`src/rtl/lcd_text_writer.sv`:
```
// ASCII stream to LCD controller transfers: char FIFO, cursor tracking, paced strobes.
// Define LCD_WRAP_CLEAR_EN to clear the screen when the cursor wraps from row 1 to row 0.
module lcd_text_writer #(
  parameter int COLS        = 16,
  parameter int FIFO_DEPTH  = 8,
  parameter int HOLD_CYCLES = 160,
  parameter int CLEAR_HOLD  = 660
) (
  input  logic       clk,
  input  logic       rst,
  input  logic       char_valid,
  input  logic [7:0] char_data,
  output logic       char_ready,
  input  logic       clear_req,
  input  logic       lcd_busy,
  output logic       lcd_enable,
  output logic [9:0] lcd_bus,
  output logic       cursor_row,
  output logic [5:0] cursor_col,
  output logic [3:0] fifo_level
);

  localparam int AW = $clog2(FIFO_DEPTH);
  localparam int CW = $clog2(CLEAR_HOLD + 1);
  localparam logic [AW:0] FULL = (AW + 1)'(FIFO_DEPTH);
  localparam logic [5:0] LAST = 6'(COLS - 1);
  localparam logic [9:0] CLR_CMD = 10'h001;

`ifdef LCD_WRAP_CLEAR_EN
  localparam bit WRAP_CLEAR = 1'b1;
`else
  localparam bit WRAP_CLEAR = 1'b0;
`endif

  typedef enum logic [1:0] {
    IDLE,
    SEND,
    HOLD
  } state_t;

  state_t state, state_n;

  logic [7:0]    mem [FIFO_DEPTH];
  logic [AW:0]   wr_ptr, rd_ptr, count;
  logic          fifo_full, fifo_empty;
  logic          push, pop;
  logic [7:0]    head;

  logic          clear_pend, addr_pend;
  logic          row;
  logic [5:0]    col;
  logic [9:0]    bus_q;
  logic [CW-1:0] hold_cnt;

  logic take_clear, take_addr, take_char, take_nl;
  logic wrap, wrap_clr;

  assign count      = wr_ptr - rd_ptr;
  assign fifo_full  = (count == FULL);
  assign fifo_empty = (wr_ptr == rd_ptr);
  assign push       = char_valid && !fifo_full;
  assign pop        = take_char || take_nl;
  assign head       = mem[rd_ptr[AW-1:0]];

  // A wrap moves the cursor to the start of the other row.
  assign wrap     = (take_char && col == LAST) || take_nl;
  assign wrap_clr = wrap && WRAP_CLEAR && row;

  always_ff @(posedge clk) begin
    if (push) mem[wr_ptr[AW-1:0]] <= char_data;
  end

  always_ff @(posedge clk) begin
    if (rst) state <= IDLE;
    else     state <= state_n;
  end

  always_comb begin
    state_n    = state;
    take_clear = 1'b0;
    take_addr  = 1'b0;
    take_char  = 1'b0;
    take_nl    = 1'b0;
    unique case (state)
      IDLE: begin
        if (!lcd_busy) begin
          if (clear_pend)       take_clear = 1'b1;
          else if (addr_pend)   take_addr  = 1'b1;
          else if (!fifo_empty) begin
            if (head == 8'h0A)  take_nl    = 1'b1;
            else                take_char  = 1'b1;
          end
        end
        if (take_clear || take_addr || take_char) state_n = SEND;
      end
      SEND:    state_n = HOLD;
      HOLD:    if (hold_cnt == '0) state_n = IDLE;
      default: state_n = IDLE;
    endcase
  end

  always_ff @(posedge clk) begin
    if (rst) begin
      wr_ptr     <= '0;
      rd_ptr     <= '0;
      clear_pend <= 1'b0;
      addr_pend  <= 1'b1;
      row        <= 1'b0;
      col        <= '0;
      bus_q      <= '0;
      hold_cnt   <= '0;
    end else begin
      if (push) wr_ptr <= wr_ptr + (AW + 1)'(1);
      if (pop)  rd_ptr <= rd_ptr + (AW + 1)'(1);

      if (take_clear) begin
        clear_pend <= 1'b0;
        addr_pend  <= 1'b1;
        row        <= 1'b0;
        col        <= '0;
        bus_q      <= CLR_CMD;
      end
      if (take_addr) begin
        addr_pend <= 1'b0;
        bus_q     <= {3'b001, row, col};
      end
      if (take_char) begin
        bus_q <= {2'b10, head};
        col   <= col + 6'd1;
      end
      if (wrap) begin
        col <= '0;
        row <= ~row;
        if (!wrap_clr) addr_pend <= 1'b1;
      end
      if (clear_req || wrap_clr) clear_pend <= 1'b1;

      if (state == SEND)
        hold_cnt <= (bus_q == CLR_CMD) ? CW'(CLEAR_HOLD - 1)
                                       : CW'(HOLD_CYCLES - 1);
      else if (state == HOLD && hold_cnt != '0)
        hold_cnt <= hold_cnt - CW'(1);
    end
  end

  always_comb begin
    lcd_enable = (state == SEND);
  end

  assign char_ready = !fifo_full;
  assign lcd_bus    = bus_q;
  assign cursor_row = row;
  assign cursor_col = col;
  assign fifo_level = 4'(count);

endmodule

```
`config.mk`:
```
export PLATFORM = sky130hd
export DESIGN_NAME = lcd_text_writer
export DESIGN_NICKNAME = d
export VERILOG_FILES = /design/src/rtl/lcd_text_writer.sv
export SDC_FILE = /design/constraint.sdc
export NUM_CORES = 1
export LEC_CHECK = 0
export BUFFER_PORTS_ARGS = -buffer_cell sky130_fd_sc_hd__clkbuf_2
export CAP_MARGIN = 20
export CORE_UTILIZATION = 35
export CTS_CLUSTER_DIAMETER = 50
export DETAILED_ROUTE_END_ITERATION = 6
export PLACE_DENSITY_LB_ADDON = 0.25
export SYNTH_ARGS = -nofsm -noshare
export SYNTH_HDL_FRONTEND = slang
export SYNTH_SLANG_ARGS = --single-unit
```
`constraint.sdc`:
```
create_clock -name clk -period 2.7 [get_ports clk]
set_input_delay 0.135 -clock clk [delete_from_list [all_inputs] [get_ports clk]]
set_output_delay 0.135 -clock clk [all_outputs]
set_load 0.01 [all_outputs]
```
* After elaboration in Yosys (flattened, before gate mapping)
Memory sizes are Yosys's and may differ from the RTL's. A register that Yosys moved wholly into a read port is not among the register bits. Cells that the tools add are included.
Operators by class: add/subtract/negate cells 5, eq/ne operators 9, muxes and demuxes 42, bitwise logic cells 1, reductions and logical operators 19
Operators with widths (count):
- 2-to-1 mux 10 bit | 6
- 2-to-1 mux 1 bit | 29
- 2-to-1 mux 6 bit | 2
- zero test 10 bit | 1
- nonzero test 10 bit | 1
- nonzero test 2 bit | 5
- subtractor 10 x 1 -> 10 bit (second input constant) | 1
- equality test 9 x 1 -> 1 bit (second input constant) | 1
- adder 4 x 1 -> 4 bit (second input constant) | 2
- equality test 8 x 4 -> 1 bit (second input constant) | 1
- adder 6 x 1 -> 6 bit (second input constant) | 1
- equality test 6 x 4 -> 1 bit (second input constant) | 1
- 2-to-1 mux 3 bit | 2
- one-hot mux 2 bit (3 select lines) | 1
- equality test 4 bit | 1
- equality test 4 bit (second input constant) | 1
- logical OR 1 bit | 4
- 2-to-1 mux 2 bit | 2
- != test 2 bit (second input constant) | 2
- subtractor 4 bit | 1
- logical AND 1 bit | 3
- nonzero test 3 bit | 1
- equality test 2 x 1 -> 1 bit (second input constant) | 1
- equality test 2 bit (second input constant) | 1
- 5 further kinds | 5
Storage, ports and cells: bits in registers 38, memory bits (writable) 64, output and inout port bits 23, logic and storage cells 86, memories kept 1
Memories:
- mem | words 8, bits a word 8, read ports 1, clocked after Yosys merged registers in 1, wr ports 1, line 43 | logic [7:0] mem [FIFO_DEPTH];

* Logic depth before layout (Yosys ltp)
depth after elaboration 11, gate-level depth with buffers 10, mapped depth without buffers 9

* Worst setup path after synthesis
No wires, ideal clock.
path type register -> register, start register wr_ptr[0], end memory mem[0][0] (enable), data arrival time 2.517 ns, slack -0.212 ns, cell stages (with the launch flop) 9, clock period less this slack 2.912 ns, path through dfxtp_1 -> inv_1 -> ha_1 -> fa_1 -> xor2_1 -> nand3_1 -> or3_1 -> nand2_1 -> nor4_1
Between the ends: longest elaborated chain between the ends 6
Ends and longest elaborated chain:
- from (decl) | line 44 | logic [AW:0] wr_ptr, rd_ptr, count;
- from (signal assigned) | line 113 | if (push) wr_ptr <= wr_ptr + (AW + 1)'(1);
- subtractor 4 bit | line 58 | assign count = wr_ptr - rd_ptr;
- equality test 4 bit | line 59 | assign fifo_full = (count == FULL);
- zero test 1 bit
- named net char_ready | line 13 | output logic char_ready,
- logical AND 1 bit | line 61 | assign push = char_valid && !fifo_full;
- 2-to-1 mux 1 bit | line 70 | if (push) mem[wr_ptr[AW-1:0]] <= char_data;
- 2-to-1 mux 1 bit (implied by the code) | line 70
- to (decl) | line 43
The timed path passes the listed nets, and every way through them passes these cells.

==> impl_metrics.yaml <==
setup_path:
  cp_max_fo: 15
  critPathRequiredTime_ns: 2.98
  r2r_cells: 10
  worstPathArrival_ns: 2.88
  cp-end-kind: "register"
  start_kind: "register"
  worstSetupPathType: "register to register"
  rrSetupSlack_ns: 0.10
outcome:
  status: "complete, no violations"
synthesis:
  avgSynthCellArea_sq_um: 12.06
  syn-cell-area_sq_um: 4823
  yosysTopAreaCellShare_pct: 39.84
  yosysTopAreaCell: "edfxtp_1"
  syn_inst: 400
  synth_ff_type: "edfxtp_1"
  ys_async_sr_fraction_pct: 0
  yosys_warnings: 0
  synthTopCellsByCount: "64 x edfxtp_1, 41 x dfxtp_1, 36 x nor2_1, 32 x nand2_1, 19 x inv_1"
  synth-seq-cells: 105
  synthDistinctLibCells: 58
  synth-edff-count: 64
  synth-seq-area-share_pct: 56.86
  synth_most_common_cell: "edfxtp_1"
  syn-num-nets: 421
  synthTopCellsByArea: "edfxtp_1 40%, dfxtp_1 17%, mux4_2 7.5%"
sta:
  relSlewSlack_pct: 51.39
  skew_ns: 0.01064
  tightest_slew_ns: 0.7291
  whs_ns: 0.01619
  fin_setup_tns_ns: 0
  fmax_mhz: 385.2
  min_period_over_period_pct: 96.16
  maxSlewViolCount: 0
  rsz0062_at_grt: "no"
  period_minus_slack_ns: 2.596
  final_hold_viol_count: 0
  setup_viol: 0
clocking:
  clk_pin_slew_ns: 0.07
  clock_sinks: 105
  cts_tree: "done"
  cts_buffer_depth: 2
  postCtsHoldBufs: 0
  cts-root-buf: "clkbuf_16"
  clk_latency_ns: 0.35
  cts-htree-levels: 3
  cts_inserted_buffers: 9
run:
  max_cap_viol_count: 0
grt:
  grt_usage_pct: 16.35
  antenna_found_initial: 0
  grt_first_pass_wirelength_mm: 17.68
  overflow: 0
  grt_max_degree: 34
  grt_pass1_vias: 3402
power:
  vdd_drop_max_mv: 0.3027
  p_per_area_nw_per_um2: 619.4
  pwr-share-clk_pct: 33.9
  power.switching_mw: 0.9210
  p_int_mw: 2.649
  combPwrFrac_pct: 14.6
  p_sw_share_pct: 25.80
  p_leak_nw: 2.103
  report.power.total_mw: 3.570
  sequentialPowerShare_pct: 51.5
route:
  drt_iter0_markers: 307
  first_pass_iters: 5
  viasPerCell: 5.350
  vias: 3504
  ant_nets: 0
  drc: 0
  finalWirelength_mm: 11.24
  routedWlPerCell_um: 17.15
placement:
  hpwlAfterDp_mm: 8.267
  io_buffers: 34
  routabilityCongestion: 0.8177
  place_inst: 637
  placed_area_sq_um: 5454
final_layout:
  area_growth_pct: 19.48
  stdcell_count: 655
  fillers: 1244
  final-seq-area_sq_um: 2744
  fin_nets: 495
  antenna_cells: 0
  drive_above_1_share_pct: 25.68
  final_area_sq_um: 5763
  multi_input_area_sq_um: 1921
floorplanning:
  num_rows: 42
  pin_count: 36
  start_util_pct: 36.14
  core_sq_um: 13350
  dieWidth_um: 119.4
  dieArea_sq_um: 14250
  die_h_um: 119.4
min_path:
  hold_class: "input pin to register"
  hold_depth: 3
state kept, by name (all words and copies together) (netlist names), 2 cells and up, named ones only:
| signal | count |
|---|---|
| mem | 64 |
| state | 2 |
| rd_ptr | 4 |
| hold_cnt | 10 |
| lcd_bus | 9 |
| cursor_col | 6 |
| wr_ptr | 4 |
through the flow:
step / util, % / setup slack (ns)
4_1_cts: 42.95 / 0.02492
5_1_grt: 43.18 / 0.001713
2_1_floorplan: - / -0.2121
6_report: 43.18 / 0.1037
3_5_place_dp: 40.86 / -0.05446
3_3_place_gp: 40.82 / -0.3420
what timing repair did:
item,4_1_cts,5_1_grt
setup endpoints to repair,7,27
resized for setup,1,5
pin swaps,0,2
cloned,0,1
setup buffers,0,1
layout make-up:
| type | count | share of cell area, % |
|---|---|---|
| Clock buffer | 11 | 4.038 |
| Clock inverter | 5 | 0.6730 |
| Inverter | 21 | 1.368 |
| Multi-Input combinational cell | 257 | 33.33 |
| Sequential cell | 105 | 47.61 |
| Tap cell | 176 | 3.821 |
| Timing Repair Buffer | 80 | 9.162 |
logic make-up (layout without fill, tap and decap cells):
group / count (synthesis) / after routing / synth area share, %
AOI/OAI and AO/OA: 74 / 75 / 10.69
xor gates and xnor gates: 10 / 10 / 1.816
adders and majority gates: 8 / 8 / 2.231
buffers and inverters: 39 / 117 / 4.020
DFF: 105 / 105 / 56.86
muxes: 22 / 22 / 8.742
other: 1 / 1 / 0.07775
and+or+nand+nor: 141 / 141 / 15.56
metal layers:
layer	vias to the layer above	global-route usage (%)	wire, um
li1	1678	-	-
met1	1726	21.59	5293
met2	93	26.34	5294
met3	7	4.693	544
met4	0	4.141	102
met5	-	0	0
power groups by stage:
stage                     sequential (mW)  combinational [mW]  clock (mW)
after global placement               1.87               0.505           0
after floorplan                      1.87               0.323           0
final                                1.84               0.520        1.21
after detailed placement             1.87               0.512           0
after global routing                 1.85               0.572        1.30
after CTS                            1.84               0.517        1.25
layout by cell type (no fill, tap or decap), types with 8 or more instances in the layout:
| master | instances |
|---|---|
| nand3_1 | 8 |
| or3_1 | 10 |
| buf_4 | 45 |
| a211oi_1 | 11 |
| mux4_2 | 16 |
| clkbuf_2 | 34 |
| o21ai_0 | 9 |
| edfxtp_1 | 64 |
| nor2_1 | 35 |
| nor3_1 | 12 |
| nand3b_1 | 8 |
| dfxtp_1 | 40 |
| nor4_1 | 8 |
| nand2_1 | 32 |
| a21oi_1 | 15 |
| clkbuf_16 | 9 |
| inv_1 | 19 |
critical path: stages (launching register included):
cell,delay [ns]
dfxtp_1,0.38
buf_12,0.16
or4b_1,0.45
or3_1,0.36
a22o_1,0.21
a21oi_2,0.28
buf_4,0.17
a21oi_1,0.10
o21ai_2,0.15
buf_4,0.17
nand3b_1,0.11
worst paths after layout:
| kind | from | end |
|---|---|---|
| worst max-delay path | register | addr_pend |
| worst min-delay path | clear_req | clear_pend |
| worst max register to register | register | addr_pend |
| worst min register to register | hold_cnt[0] | hold_cnt[0] |
Note: power is estimated with default switching activity, not from simulation.
